$ cat config.mk
export PLATFORM = sky130hd
export DESIGN_NAME = mult_hilo_unit
export DESIGN_NICKNAME = d
export VERILOG_FILES = /design/src/rtl/mult_hilo_unit_pkg.sv /design/src/rtl/mult_shift_add_core.sv /design/src/rtl/mult_hilo_unit.sv
export SDC_FILE = /design/constraint.sdc
export NUM_CORES = 1
export LEC_CHECK = 0
export ABC_CLOCK_PERIOD_IN_PS = 7800
export CORE_MARGIN = 2
export CORE_UTILIZATION = 45
export DETAILED_ROUTE_END_ITERATION = 6
export HOLD_SLACK_MARGIN = 0.05
export PLACE_DENSITY_LB_ADDON = 0.15
export SYNTH_ARGS = -nofsm -noshare
export SYNTH_HDL_FRONTEND = slang
export SYNTH_SLANG_ARGS = --single-unit
$ cat constraint.sdc
create_clock -name clk -period 7.8 [get_ports clk]
set_clock_uncertainty 0.1 [all_clocks]
set_input_delay 1.56 -clock clk [delete_from_list [all_inputs] [get_ports clk]]
set_output_delay 1.56 -clock clk [all_outputs]
set_load 0.05 [all_outputs]
$ cat src/rtl/mult_hilo_unit_pkg.sv
// Shared definitions for the multiply unit and the ALU control decoder:
// function codes for the HI/LO instructions and the multiply FSM encoding.
package mult_hilo_unit_pkg;

  localparam logic [5:0] FUNC_MULT  = 6'b011000;
  localparam logic [5:0] FUNC_MULTU = 6'b011001;
  localparam logic [5:0] FUNC_MFHI  = 6'b010000;
  localparam logic [5:0] FUNC_MFLO  = 6'b010010;

  typedef enum logic [1:0] {
    ST_IDLE = 2'b00,
    ST_RUN  = 2'b01,
    ST_FIX  = 2'b10
  } mult_state_e;

endpackage

$ cat src/rtl/mult_shift_add_core.sv
// Radix-2 shift-add datapath: accumulator, multiplier shifter and iteration counter.
// load starts a new product; each step consumes one multiplier bit.
module mult_shift_add_core
  import mult_hilo_unit_pkg::*;
#(
  parameter int WIDTH = 32,
  parameter int CNT_W = 6
) (
  input  logic                 clk,
  input  logic                 rst,
  input  logic                 load,
  input  logic                 step,
  input  logic [WIDTH-1:0]     mag_a,
  input  logic [WIDTH-1:0]     mag_b_in,
  output logic [2*WIDTH-1:0]   acc,
  output logic                 last
);

  logic [2*WIDTH-1:0] acc_q, acc_d;
  logic [WIDTH-1:0]   mag_b_q, mag_b_d;
  logic [CNT_W-1:0]   cnt_q, cnt_d;
  logic [2*WIDTH-1:0] addend;

  // Multiplicand is weighted by the current iteration rather than pre-shifted.
  assign addend = {{WIDTH{1'b0}}, mag_a} << cnt_q;

  always_comb begin
    acc_d   = acc_q;
    mag_b_d = mag_b_q;
    cnt_d   = cnt_q;
    if (load) begin
      acc_d   = '0;
      mag_b_d = mag_b_in;
      cnt_d   = '0;
    end else if (step) begin
      if (mag_b_q[0]) begin
        acc_d = acc_q + addend;
      end
      mag_b_d = mag_b_q >> 1;
      cnt_d   = cnt_q + CNT_W'(1);
    end
  end

  always_ff @(posedge clk) begin
    if (rst) begin
      acc_q   <= '0;
      mag_b_q <= '0;
      cnt_q   <= '0;
    end else begin
      acc_q   <= acc_d;
      mag_b_q <= mag_b_d;
      cnt_q   <= cnt_d;
    end
  end

  assign acc  = acc_q;
  assign last = (cnt_q == CNT_W'(WIDTH - 1));

endmodule

$ cat src/rtl/mult_hilo_unit.sv
// MULT/MULTU unit with the architectural HI/LO pair. Runs a fixed-length
// shift-add on operand magnitudes, applies the sign at the end, and stalls the PC.
module mult_hilo_unit
  import mult_hilo_unit_pkg::*;
#(
  parameter int WIDTH = 32,
  parameter int CNT_W = 6
) (
  input  logic             clk,
  input  logic             rst,
  input  logic             mult_req,
  input  logic             is_signed,
  input  logic [WIDTH-1:0] a,
  input  logic [WIDTH-1:0] b,
  input  logic             mf_req,
  output logic [WIDTH-1:0] hi,
  output logic [WIDTH-1:0] lo,
  output logic             busy,
  output logic             done,
  output logic             stall
);

  localparam int PW = 2 * WIDTH;

  mult_state_e        state_q, state_d;
  logic [WIDTH-1:0]   mag_a_q, mag_a_d;
  logic               neg_q, neg_d;
  logic [WIDTH-1:0]   hi_q, hi_d;
  logic [WIDTH-1:0]   lo_q, lo_d;
  logic               done_q, done_d;
  logic               busy_q, busy_d;

  logic               accept;
  logic [WIDTH-1:0]   mag_a_in;
  logic [WIDTH-1:0]   mag_b_in;
  logic [PW-1:0]      acc;
  logic [PW-1:0]      product;
  logic               last;

  // The done cycle blocks a new accept so a held mult_req cannot re-issue.
  assign accept   = (state_q == ST_IDLE) && mult_req && !done_q;
  assign mag_a_in = (is_signed && a[WIDTH-1]) ? (~a + WIDTH'(1)) : a;
  assign mag_b_in = (is_signed && b[WIDTH-1]) ? (~b + WIDTH'(1)) : b;
  assign product  = neg_q ? (~acc + PW'(1)) : acc;

  mult_shift_add_core #(
    .WIDTH (WIDTH),
    .CNT_W (CNT_W)
  ) u_core (
    .clk      (clk),
    .rst      (rst),
    .load     (accept),
    .step     (state_q == ST_RUN),
    .mag_a    (mag_a_q),
    .mag_b_in (mag_b_in),
    .acc      (acc),
    .last     (last)
  );

  always_comb begin
    state_d = state_q;
    mag_a_d = mag_a_q;
    neg_d   = neg_q;
    hi_d    = hi_q;
    lo_d    = lo_q;
    done_d  = 1'b0;
    case (state_q)
      ST_IDLE: begin
        if (accept) begin
          state_d = ST_RUN;
          mag_a_d = mag_a_in;
          neg_d   = is_signed & (a[WIDTH-1] ^ b[WIDTH-1]);
        end
      end
      ST_RUN: begin
        if (last) begin
          state_d = ST_FIX;
        end
      end
      ST_FIX: begin
        {hi_d, lo_d} = product;
        done_d       = 1'b1;
        state_d      = ST_IDLE;
      end
      default: state_d = ST_IDLE;
    endcase
    busy_d = (state_d != ST_IDLE);
  end

  always_ff @(posedge clk) begin
    if (rst) begin
      state_q <= ST_IDLE;
      mag_a_q <= '0;
      neg_q   <= 1'b0;
      hi_q    <= '0;
      lo_q    <= '0;
      done_q  <= 1'b0;
      busy_q  <= 1'b0;
    end else begin
      state_q <= state_d;
      mag_a_q <= mag_a_d;
      neg_q   <= neg_d;
      hi_q    <= hi_d;
      lo_q    <= lo_d;
      done_q  <= done_d;
      busy_q  <= busy_d;
    end
  end

  assign hi    = hi_q;
  assign lo    = lo_q;
  assign busy  = busy_q;
  assign done  = done_q;
  assign stall = (mult_req & ~done_q) | (mf_req & busy_q);

endmodule

**After elaboration in Yosys (flattened, before gate mapping)**

Cells that the tools add are included.

- Bits in registers: 203
- Output and inout port bits: 67
- Word-level logic and storage cells: 48

- Add/subtract/negate cells: 5
- Equal/unequal tests: 3
- Shift-type cells: 1
- Muxes and demuxes: 9
- Bitwise gates (word level): 9
- Reductions and logical operators: 11

Operator list:

| kind | number |
|---|---|
| two-way mux 32 bit | 4 |
| adder 32 x 1 -> 32 bit (second input constant) | 2 |
| adder 64 x 1 -> 64 bit (second input constant) | 1 |
| adder 64 bit | 1 |
| two-way mux 64 bit | 1 |
| NOT 32 bit | 2 |
| NOT 64 bit | 1 |
| left shift 32 x 6 -> 64 bit | 1 |
| adder 6 x 1 -> 6 bit (second input constant) | 1 |
| equality test 6 x 5 -> 1 bit (second input constant) | 1 |
| logical AND 1 bit | 4 |
| two-way mux 2 bit | 2 |
| case mux 2 bit (2 select lines) | 1 |
| AND reduction 2 bit | 2 |
| nonzero test 2 bit | 2 |
| AND 1 bit | 3 |
| equality test 2 x 1 -> 1 bit (second input constant) | 1 |
| equality test 2 bit (second input constant) | 1 |
| zero test 2 bit | 1 |
| OR reduction 2 bit | 1 |
| zero test 1 bit | 1 |
| two-way mux 1 bit | 1 |
| NOT 1 bit | 1 |
| bitwise OR 1 bit | 1 |
| bitwise XOR 1 bit | 1 |

**Longest topological paths before layout**

- Depth in word-level cells: 6
- Gate-level depth with buffers: 23
- Depth with buffers taken out: 19

**Modules after synthesis**

From an unflattened synthesis, not the netlist that was laid out.

- Cell total of the unflattened synthesis: 2108
- Area total of the unflattened synthesis: 15906.5 um^2

By module, submodules not included:

| module | times used | cells each | area each (um^2) |
|---|---|---|---|
| mult_shift_add_core | 1 | 1333 | 9828.2 |
| mult_hilo_unit | 1 | 775 | 6078.3 |

**Worst setup path after synthesis**

OpenSTA, ideal clock, no wires.

- Kind: register to register
- Start point: reg u_core.cnt_q[0]
- End point: reg u_core.acc_q[52] (netlist: u_core.acc[52])
- Data arrival time: 4.813 ns
- Setup slack: 2.770 ns
- Stages on the path, launching flop included: 21
- Path buffers: 4
- Clock period less this slack: 5.030 ns
- Cell sequence: dfxtp_1 clkbuf_1 buf_2 buf_2 mux4_2 mux2_2 o21ai_0 nor2_1 a31oi_1 o22ai_1 ha_1 clkbuf_1 nand2_1 o21ai_1 a211o_1 a21o_1 a2111oi_0 or2_2 o21ai_1 a211o_1 a32o_1

- Longest elaborated chain between the ends: 2

Ends and longest elaborated chain:

| item | line | RTL |
|---|---|---|
| start, declared | mult_shift_add_core.sv:21 | `logic [CNT_W-1:0] cnt_q, cnt_d;` |
| start signal, assigned | mult_shift_add_core.sv:52 | `cnt_q <= cnt_d;` |
| left shift 32 x 6 -> 64 bit | mult_shift_add_core.sv:25 | `assign addend = {{WIDTH{1'b0}}, mag_a} << cnt_q;` |
| adder 64 bit | mult_shift_add_core.sv:37 | `acc_d = acc_q + addend;` |
| end signal, assigned | mult_shift_add_core.sv:46 | `acc_q <= '0;` |
| end signal, assigned | mult_shift_add_core.sv:50 | `acc_q <= acc_d;` |
| end, declared | mult_shift_add_core.sv:19 | `logic [2*WIDTH-1:0] acc_q, acc_d;` |

No other way between the ends.
A chain may end at the register's enable or synchronous reset.

**Final worst setup path**

- Start point: reg u_core.cnt_q[1]
- End point: reg u_core.acc_q[52] (netlist: u_core.acc[52])

The elaborated chain is that of the path after synthesis.

==> run_results.csv <==
group,metric,value,unit
placed_design,place_area,17600,sq um
sta,setup_violations,0,
power,p_sw_frac,0.291,
synthesis,synth_cell_type_count,77,
cells_and_area,nFillCells,3507,
cells_and_area,final_cells,2691,
setup_path,crit_family,"compound AO/OA/AOI/OAI gates",
flow_run,drv_cap,0,
clock_network,cts_tree,"built",
power,leakage,0.00698,uW
sta,period_minus_slack,6.10,ns
routing,vias_per_cell,6.02,
synthesis,synth_compound_area_frac,0.258,
power,p_clk_frac,0.446,
synthesis,synth_area_leaders,"dfxtp_1, a21oi_1, nand2_1, nor2_1, ha_1",
synthesis,synth-edff-count,0,
clock_network,clkTransAtPathRegs,0.06,ns
routing,first_pass_iters,7,
global_routing,antenna_found_initial,0,
global_routing,grt_pass1_wl,84700,um
cells_and_area,n_antenna_cell,0,
setup_path,cp-start-kind,"flip-flop",
setup_path,worstPathRequired,8.15,ns
power,switchingPower,831,uW
setup_path,path_buf_inv,1,
synthesis,syn_nets,2316,
routing,antenna_left,0,
routing,drcViolationCount,0,
sta,final.setup.worst_slack,1.70,ns
power,p_comb_frac,0.165,
die,io_pins,136,
setup_path,cp.arrival,6.45,ns
cells_and_area,final_nets,2348,
sta,tightest_slew,1.06,ns
routing,wl,54100,um
synthesis,synth_top_area_frac,0.252,
sta,rsz0062_at_grt,"false",
die,core,35400,sq um
global_routing,grt_max_degree,107,
power,power_density,154,nW/um^2
setup_path,cp_common_cell,"nor2_1",
placed_design,gp_congestion,1.02,
die,dieArea,37400,sq um
sta,slew_headroom,0.291,
cells_and_area,utilization,0.523,
clock_network,cts.sinks,203,
placed_design,post-place-ws,1.75,ns
routing,vias,16200,
sta,finalCritPeriodShare,0.783,
synthesis,synthCells,2179,
setup_path,cp_cell_sequence,"buf_4 -> mux4_2 -> mux2i_1 -> nor2_1 -> a21oi_1 -> nor2_1 -> nor2_1 -> nor2_1 -> ha_1 -> a21oi_1 -> o21ai_0 -> a221oi_1 -> nand2_1 -> a2111oi_0 -> or2_2 -> o21ai_1 -> a211o_1 -> a32o_1",
synthesis,synth_top_family_by_area,"compound AO/OA/AOI/OAI gates",
sta,fmax,164,MHz
cells_and_area,areaGrowthSynthToFinish,14.7,%
sta,hold_viol,0,
die,start_util,0.456,
setup_path,critPathKind,"flip-flop to flip-flop",
min_path,hp-class,"flip-flop to flip-flop",
synthesis,synth-async-reset-ratio,0,
synthesis,synthAdderAreaFrac,0.0532,
synthesis,netlist_area,16100,sq um
clock_network,worstSkewPairLatency,0.55,ns
die,die_y,193,um
setup_path,crit_slowest_cell,"dfxtp_1",
setup_path,cpPeakStageDelay,0.93,ns
synthesis,synth_flop_cell,"dfxtp_1",
clock_network,cts_buffer_depth,3,
placed_design,place_hpwl,41800,um
die,num_rows,69,
synthesis,muxShareOfSynthArea,0.0724,
synthesis,yosys.area.top_type,"dfxtp_1",
power,power.internal,2030,uW
clock_network,cts_made_buffers,25,
setup_path,endpoint_kind,"flip-flop",
synthesis,ys.warnings.count,0,
synthesis,synth-seq-cells,203,
routing,detail_route.wl_per_cell,20.1,um
die,dieWidth,193,um
placed_design,portBuffers,135,
synthesis,synth_simple_gate_area_frac,0.227,
run_status,status,"finished clean",
routing,initialDrtViolationCount,1142,
global_routing,gr-total-overflow,0,
synthesis,avgSynthCellArea,7.40,sq um
clock_network,ctsHoldBuffers,0,
synthesis,synth-xor-area-share,0.0885,
sta,drv_slew,0,
synthesis,yosysSeqAreaShare,0.252,
sta,tns,0,ns
power,ir_drop,185,uV
cells_and_area,drive_above_1_share,0.0632,
clock_network,cts_resized,0,
clock_network,post_cts_buffers,0,
global_routing,track_usage,0.279,
clock_network,clock-root-buffer,"clkbuf_16",
setup_path,crit_path_max_fanout,24,
cells_and_area,fin_area,18500,sq um
power,seqPwrFrac,0.389,
placed_design,dp.cells,2645,
global_routing,grt_pass1_vias,15100,
clock_network,ctsHtreeMaxLevel,1,
## cell usage after synthesis, types with 15 or more instances
cell type and n:
a211oi_1 90, or3_1 26, xor2_1 94, o21ai_0 131, nor4_1 19, and3_1 15
a21oi_1 216, nor2_1 252, o22ai_1 37, clkbuf_1 113, o31ai_1 30, and2_1 22
nand2_1 276, a31oi_1 16, buf_1 23, or4_1 17, ha_1 67, nand3_1 42
nor3_1 44, mux2_2 21, xnor2_1 69, mux4_2 24, inv_1 49, nand4_1 34
o21bai_1 15, dfxtp_1 203, a21o_1 29, mux2i_1 39
## worst min-delay path, stage by stage (launching register included)
cell     delay, ns
dfxtp_1       0.31
nand2_1       0.05
a21oi_1       0.05
## power by group through the flow
stage / sequential [uW] / clock, uW / combinational, uW
6_report: 1110 / 1270 / 472
4_1_cts: 1110 / 1300 / 467
5_1_grt: 1110 / 1340 / 518
3_5_place_dp: 1130 / 0 / 465
3_3_place_gp: 1130 / 0 / 460
2_1_floorplan: 1110 / 0 / 331
## logic make-up after synthesis
kind of cell	count (synthesis)
fa+ha+maj	68
mux	84
xor+xnor	163
simple gates	801
compound gates	665
buf+inv	195
flops	203
## stage by stage
stage	hold slack, ns	total power, uW
5_1_grt	0.370	2980
3_5_place_dp	0.346	1600
2_1_floorplan	0.354	1440
6_report	0.351	2860
3_3_place_gp	0.342	1590
4_1_cts	0.354	2880
## registers in the layout (all words and copies together), names as in the netlist
signal          flops
hi                 32
state_q             2
u_core.cnt_q        6
done                1
mag_a_q            32
busy                1
u_core.mag_b_q     32
lo                 32
u_core.acc         64
neg_q               1
## placed cells by master (no fill, tap or decap), drive strengths merged, types with 11 or more instances in the layout
cell type / count
dfxtp: 203
a31oi: 16
a211oi: 90
o21bai: 15
nand3: 42
or4: 19
o211ai: 11
xnor2: 69
xor2: 94
o31ai: 30
nand4: 34
and3: 15
or3: 28
nor3: 45
o41ai: 13
and2: 22
clkdlybuf4s50: 134
inv: 53
a21o: 29
o22ai: 37
buf: 16
ha: 67
o21ai: 136
nor4: 20
nor2: 253
or2: 13
clkbuf: 30
mux2i: 39
a221oi: 12
a21oi: 216
mux2: 21
nand2: 276
mux4: 24
## metal layers
metal,up-vias,GRT usage,share of wire
met3,109,0.0251,0.048
met1,7574,0.370,0.44
met5,-,0,0
met2,527,0.460,0.46
met4,0,0.126,0.051
li1,8000,-,-
## area by class of cell
cell class	instances	area (sq um)	area share
clock inverter	16	221	0.0120
tap	461	577	0.0312
sequential	203	4070	0.220
inverter	50	188	0.0101
timing repair buffer	150	1460	0.0790
multi-input combinational	1781	11300	0.611
clock buffer	30	684	0.0370
## final timing paths
kind                                                   start                     endpoint  slack, ns  depth (start not counted)
worst max-delay path            u_core.cnt_q[1]$_SDFFE_PP0P_  u_core.acc[52]$_SDFFE_PP0P_       1.70                         18
worst max register to register  u_core.cnt_q[1]$_SDFFE_PP0P_  u_core.acc[52]$_SDFFE_PP0P_       1.70                         18
worst min register to register           hi[13]$_SDFFE_PP0P_          hi[13]$_SDFFE_PP0P_       0.35                          2
worst min-delay path                     hi[13]$_SDFFE_PP0P_          hi[13]$_SDFFE_PP0P_       0.35                          2
Power figures use the tool's default switching activity.
